## src/rtl/dmem_arb_pkg.sv

```systemverilog
// Shared types and helpers for the two-port data-memory arbiter.
package dmem_arb_pkg;

  typedef enum logic {
    PORT_A = 1'b0,
    PORT_B = 1'b1
  } port_t;

  typedef struct packed {
    logic        valid;
    logic        err;
    logic [31:0] data;
  } resp_t;

  // Word accesses only, and no wrap-around past the top of memory.
  function automatic logic addr_legal(input logic [31:0] addr, input int unsigned mem_size);
    return (addr[1:0] == 2'b00) && (addr <= 32'(mem_size - 4));
  endfunction

endpackage

```

## src/rtl/dmem_arb_prio.sv

```systemverilog
// Winner select with starvation counters; DMEM_ARB_RR_EN selects round-robin
// priority, otherwise A has fixed priority over B.
module dmem_arb_prio
  import dmem_arb_pkg::*;
#(
  parameter int unsigned MAX_WAIT = 4
) (
  input  logic clk,
  input  logic rst_n,
  input  logic a_req,
  input  logic b_req,
  output logic a_gnt,
  output logic b_gnt
);

  localparam logic [3:0] WAIT_LIM = 4'(MAX_WAIT);

  logic [3:0] wait_a;
  logic [3:0] wait_b;
  port_t      prefer;

  always_comb begin
    a_gnt = 1'b0;
    b_gnt = 1'b0;
    if (a_req && b_req) begin
      if (wait_a >= WAIT_LIM)      a_gnt = 1'b1;
      else if (wait_b >= WAIT_LIM) b_gnt = 1'b1;
      else if (prefer == PORT_B)   b_gnt = 1'b1;
      else                         a_gnt = 1'b1;
    end else begin
      a_gnt = a_req;
      b_gnt = b_req;
    end
  end

  always_ff @(posedge clk or negedge rst_n) begin
    if (!rst_n) begin
      wait_a <= '0;
      wait_b <= '0;
    end else begin
      if (!a_req || a_gnt)        wait_a <= '0;
      else if (wait_a < WAIT_LIM) wait_a <= wait_a + 4'd1;
      if (!b_req || b_gnt)        wait_b <= '0;
      else if (wait_b < WAIT_LIM) wait_b <= wait_b + 4'd1;
    end
  end

`ifdef DMEM_ARB_RR_EN
  // Only contended grants move the pointer; it then favours the loser.
  always_ff @(posedge clk or negedge rst_n) begin
    if (!rst_n)              prefer <= PORT_A;
    else if (a_req && b_req) prefer <= a_gnt ? PORT_B : PORT_A;
  end
`else
  assign prefer = PORT_A;
`endif

endmodule

```

## src/rtl/dmem_arbiter.sv

```systemverilog
// Two-port arbiter in front of the single-port data memory; build with
// DMEM_ARB_RR_EN for round-robin priority instead of fixed A-over-B.
module dmem_arbiter
  import dmem_arb_pkg::*;
#(
  parameter int unsigned MEM_SIZE = 32,
  parameter int unsigned MAX_WAIT = 4
) (
  input  logic        clk,
  input  logic        rst_n,
  input  logic        a_req,
  input  logic        a_we,
  input  logic [31:0] a_addr,
  input  logic [31:0] a_wdata,
  output logic        a_gnt,
  output logic        a_rvalid,
  output logic        a_err,
  input  logic        b_req,
  input  logic        b_we,
  input  logic [31:0] b_addr,
  input  logic [31:0] b_wdata,
  output logic        b_gnt,
  output logic        b_rvalid,
  output logic        b_err,
  output logic [31:0] rdata,
  output logic [31:0] mem_addr,
  output logic [31:0] mem_wdata,
  output logic        mem_read,
  output logic        mem_write,
  input  logic [31:0] mem_rdata
);

  logic        any_gnt;
  logic        sel_we;
  logic        sel_legal;
  logic [31:0] sel_addr;
  logic [31:0] sel_wdata;
  resp_t       resp_d;
  resp_t       resp_q;
  port_t       resp_port_d;
  port_t       resp_port_q;

  dmem_arb_prio #(
    .MAX_WAIT(MAX_WAIT)
  ) u_prio (
    .clk  (clk),
    .rst_n(rst_n),
    .a_req(a_req),
    .b_req(b_req),
    .a_gnt(a_gnt),
    .b_gnt(b_gnt)
  );

  always_comb begin
    any_gnt     = a_gnt | b_gnt;
    sel_we      = b_gnt ? b_we    : a_we;
    sel_addr    = b_gnt ? b_addr  : a_addr;
    sel_wdata   = b_gnt ? b_wdata : a_wdata;
    sel_legal   = addr_legal(sel_addr, MEM_SIZE);
    mem_addr    = any_gnt ? sel_addr  : '0;
    mem_wdata   = any_gnt ? sel_wdata : '0;
    mem_read    = any_gnt & sel_legal & ~sel_we;
    mem_write   = any_gnt & sel_legal & sel_we;
    resp_d.valid = any_gnt;
    resp_d.err   = any_gnt & ~sel_legal;
    resp_d.data  = mem_read ? mem_rdata : '0;
    resp_port_d  = b_gnt ? PORT_B : PORT_A;
  end

  // Data only changes on a response so it holds between accesses.
  always_ff @(posedge clk or negedge rst_n) begin
    if (!rst_n) begin
      resp_q      <= '0;
      resp_port_q <= PORT_A;
    end else begin
      resp_q.valid <= resp_d.valid;
      resp_q.err   <= resp_d.err;
      resp_port_q  <= resp_port_d;
      if (any_gnt) resp_q.data <= resp_d.data;
    end
  end

  assign a_rvalid = resp_q.valid && (resp_port_q == PORT_A);
  assign a_err    = resp_q.err   && (resp_port_q == PORT_A);
  assign b_rvalid = resp_q.valid && (resp_port_q == PORT_B);
  assign b_err    = resp_q.err   && (resp_port_q == PORT_B);
  assign rdata    = resp_q.data;

endmodule

```

## config.mk

```make
export PLATFORM = sky130hd
export DESIGN_NAME = dmem_arbiter
export DESIGN_NICKNAME = d
export VERILOG_FILES = /design/src/rtl/dmem_arb_pkg.sv /design/src/rtl/dmem_arb_prio.sv /design/src/rtl/dmem_arbiter.sv
export SDC_FILE = /design/constraint.sdc
export NUM_CORES = 1
export LEC_CHECK = 0
export ABC_AREA = 1
export CORE_AREA = 2 2 108 110
export CTS_CLUSTER_DIAMETER = 200
export DETAILED_ROUTE_END_ITERATION = 10
export DIE_AREA = 0 0 110 112
export GPL_ROUTABILITY_DRIVEN = 1
export GPL_TIMING_DRIVEN = 0
export PLACE_DENSITY = 0.85
export SLEW_MARGIN = 40
export SYNTH_ARGS = -nofsm -noshare
export SYNTH_HDL_FRONTEND = slang
export SYNTH_SLANG_ARGS = --single-unit
export TNS_END_PERCENT = 100
```

## constraint.sdc

```tcl
create_clock -name clk -period 2.41 [get_ports clk]
set_input_delay 0.6025 -clock clk [delete_from_list [all_inputs] [get_ports clk]]
set_output_delay 0.6025 -clock clk [all_outputs]
set_load 0.02 [all_outputs]
```

==> impl_metrics.json <==
{
  "violations": "setup timing",
  "ios": 270,
  "crit_required_ns": 1.81,
  "critPathTopFamily": "simple AND/OR/NAND/NOR gates",
  "cts_buffer_depth": 2,
  "io_buffers": 268,
  "dieArea_sq_mm": 0.0123,
  "root_buffer": "clkbuf_16",
  "cts_tree": "built",
  "power.total_uw": 2640,
  "die_x_microns": 110,
  "synth_area_sq_mm": 0.00329,
  "maxSlewViolCount": 0,
  "synth_area_per_cell_sq_um": 6.49,
  "area_growth_pct": 124,
  "syn_inst": 507,
  "routed_wl_microns": 15800,
  "drive_above_1_share": 0.378,
  "path_clk_slew_ns": 0.06,
  "core_region_area_sq_mm": 0.0112,
  "critical_path_arrival_ns": 2.23,
  "start_util": 0.294,
  "fin_ws_ns": -0.427,
  "cp.depth": 15,
  "numPlacedInstances": 918,
  "clk_latency_ns": 0.28,
  "max_freq_mhz": 352,
  "hold_viol": 0,
  "cp-start-kind": "flop",
  "crit_slowest_cell": "dfrtp_1",
  "overflow": 0,
  "hold_ws_ns": 0.304,
  "drtIter0Drc": 353,
  "rows": 39,
  "rsz0062_at_grt": "yes",
  "fin_crit_ns": 2.84,
  "cts_made_buffers": 5,
  "antenna_found_initial": 0,
  "dpl.hpwl_microns": 11100,
  "num_vias": 4683,
  "grtUsageTotal": 0.226,
  "critical_path.startpoint": "u_prio.wait_a[2]$_DFFE_PN0P_",
  "timing.rr.end": "rdata[7]$_DFFE_PN0P_",
  "drc": 0,
  "worstPathMaxFanout": 5,
  "relSlewSlack": 0.626,
  "cap_violations": 0,
  "cts.sinks": 43,
  "yosys.cell_count.top_type": "nand2_1",
  "gp_congestion": 0.879,
  "synth_seq_cells": 43,
  "ys.flop_type": "dfrtp_1",
  "path_buf_inv": 2,
  "grt_pass1_vias": 4250,
  "path_class": "flop to primary output",
  "r2r_slack_ns": 0.20,
  "critPathMaxStageDelay_ns": 0.39,
  "diodes": 0,
  "hp-class": "input pin to asynchronous set/reset pin",
  "htreeDepth": 2,
  "synth_warnings": 0,
  "setup_viol_count_final": 33,
  "crit_top_cell": "nand2_1",
  "via_per_inst": 4.90,
  "synth.top_cells.by_count": "137 x nand2_1, 100 x nor2_1, 43 x dfrtp_1",
  "fin_crit_sh": 1.18,
  "nets": 979,
  "yosys.area.top_type": "dfrtp_1",
  "synth-async-reset-ratio": 1.00,
  "cts_hold_buffers": 0,
  "syn_nets": 675,
  "synth.area.top_cells": "dfrtp_1 33%, nand2_1 16%, nor2_1 11%",
  "p_leak_uw": 0.00349,
  "crit_end": "mem_write",
  "ant_nets": 0,
  "stdcell_count": 955,
  "ys_seq_area_frac": 0.327,
  "yosysUniqueCellTypes": 25,
  "r2r-start": "u_prio.wait_a[2]$_DFFE_PN0P_",
  "ff2ff_path_depth": 16,
  "end_kind": "primary output",
  "run_status": "complete, but fails checks",
  "grt_max_degree": 44,
  "grt_pass1_wl_microns": 21800,
  "worst_slew_pin_slew_ns": 0.562,
  "routedWlPerCell_microns": 16.6,
  "die_h_microns": 112,
  "power.density_mw_per_mm2": 358,
  "synth_top_area_frac": 0.327,
  "synth_edf_count": 0,
  "ir_drop_mv": 0.293,
  "dr.pass1.iters": 5,
  "worstPathCellList": "nor2_2 > nand2_4 > nand2_8 > nand2_8 > clkbuf_16 > nand2_2 > nand2_1 > nor2_1 > nand2_1 > nor2_1 > nand2_1 > nor2_4 > nand2_4 > nor2_4 > buf_6",
  "skew_ns": 0.00629
}
[worst reg2reg max path, delay by kind of cell (launching register included)]
family / cells / cell delay, ns
and+or+nand+nor: 13 / 1.24
DFF: 1 / 0.39
buffers and inverters: 3 / 0.52
[where the power goes]
group	internal (uW)	leakage [uW]	total, uW	switching, uW
Sequential	729	0.000587	734	5.07
Combinational	630	0.00283	1240	610
Clock	382	0.0000658	668	286
[routing by layer]
| layer | global-route usage | share of wire |
|---|---|---|
| met2 | 0.396 | 0.52 |
| met4 | 0.0776 | 0.032 |
| met3 | 0.0386 | 0.071 |
| met1 | 0.275 | 0.37 |
| met5 | 0 | 0 |
[logic make-up after synthesis]
logic type / synth area share
and+or+nand+nor: 0.388
adders and majority gates: 0.00761
buffers and inverters: 0.166
AOI/OAI and AO/OA: 0.105
xor gates and xnor gates: 0.00533
DFF: 0.327
other: 0.00114
[worst min-delay path by stage]
stage	start	end	slack, ns	cells after the start
2_1_floorplan	rst_n	rdata[0]$_DFFE_PN0P_	0.31	0
3_3_place_gp	u_prio.wait_a[0]$_DFFE_PN0P_	u_prio.wait_a[0]$_DFFE_PN0P_	0.42	1
3_5_place_dp	u_prio.wait_a[0]$_DFFE_PN0P_	u_prio.wait_a[0]$_DFFE_PN0P_	0.43	1
4_1_cts	rst_n	rdata[6]$_DFFE_PN0P_	0.33	1
5_1_grt	rst_n	rdata[26]$_DFFE_PN0P_	0.35	1
6_report	rst_n	rdata[6]$_DFFE_PN0P_	0.30	1
[flip-flops by register name, indices dropped and copies added, names as in the netlist]
register / count
u_prio.wait_a: 4
resp_q: 2
u_prio.wait_b: 4
resp_port_q: 1
rdata: 32
[layout make-up]
class | count | area [sq um]
Timing Repair Buffer | 297 | 2950
Buffer | 66 | 644
Clock inverter | 3 | 20.0
Tap cell | 143 | 179
Inverter | 26 | 100
Sequential cell | 43 | 1080
Clock buffer | 5 | 125
Fill cell | 890 | 3800
Multi-Input combinational cell | 372 | 2280
[metrics by stage]
stage           util  setup TNS, ns  setup WS, ns  area [sq um]
2_1_floorplan      -         -0.371        -0.179          3440
3_3_place_gp   0.564        -104.52         -1.52          6300
3_5_place_dp   0.564         -90.48         -1.52          6300
4_1_cts        0.604         -0.905        -0.399          6750
5_1_grt        0.660          -7.58        -0.588          7370
6_report       0.660          -4.20        -0.427          7370
[placed cells by master (no fill, tap or decap), types with 3 or more instances in the layout]
cell	Yosys	final
clkdlybuf4s50_1	0	199
nand2_1	137	116
buf_4	33	58
nor2_2	0	55
dfrtp_1	43	43
buf_6	8	38
nor2_1	100	37
nand4_1	32	32
clkbuf_2	0	26
a21oi_1	24	24
o21ai_2	1	23
inv_1	22	21
nand3_1	22	20
o21ai_4	0	18
clkbuf_16	0	16
nand2_2	3	14
buf_2	8	12
nand2_4	0	10
nor2_4	1	9
buf_12	0	6
buf_8	0	6
inv_2	3	4
o21ai_1	7	3
nand2_8	2	3
clkbuf_1	17	3
[timing repair]
action,CTS,global route
buffers inserted,7,13
endpoints found under the setup margin,101,69
pin swaps,13,26
cloned,1,9
resized for setup,356,181
(Power assumes the default switching activity.)
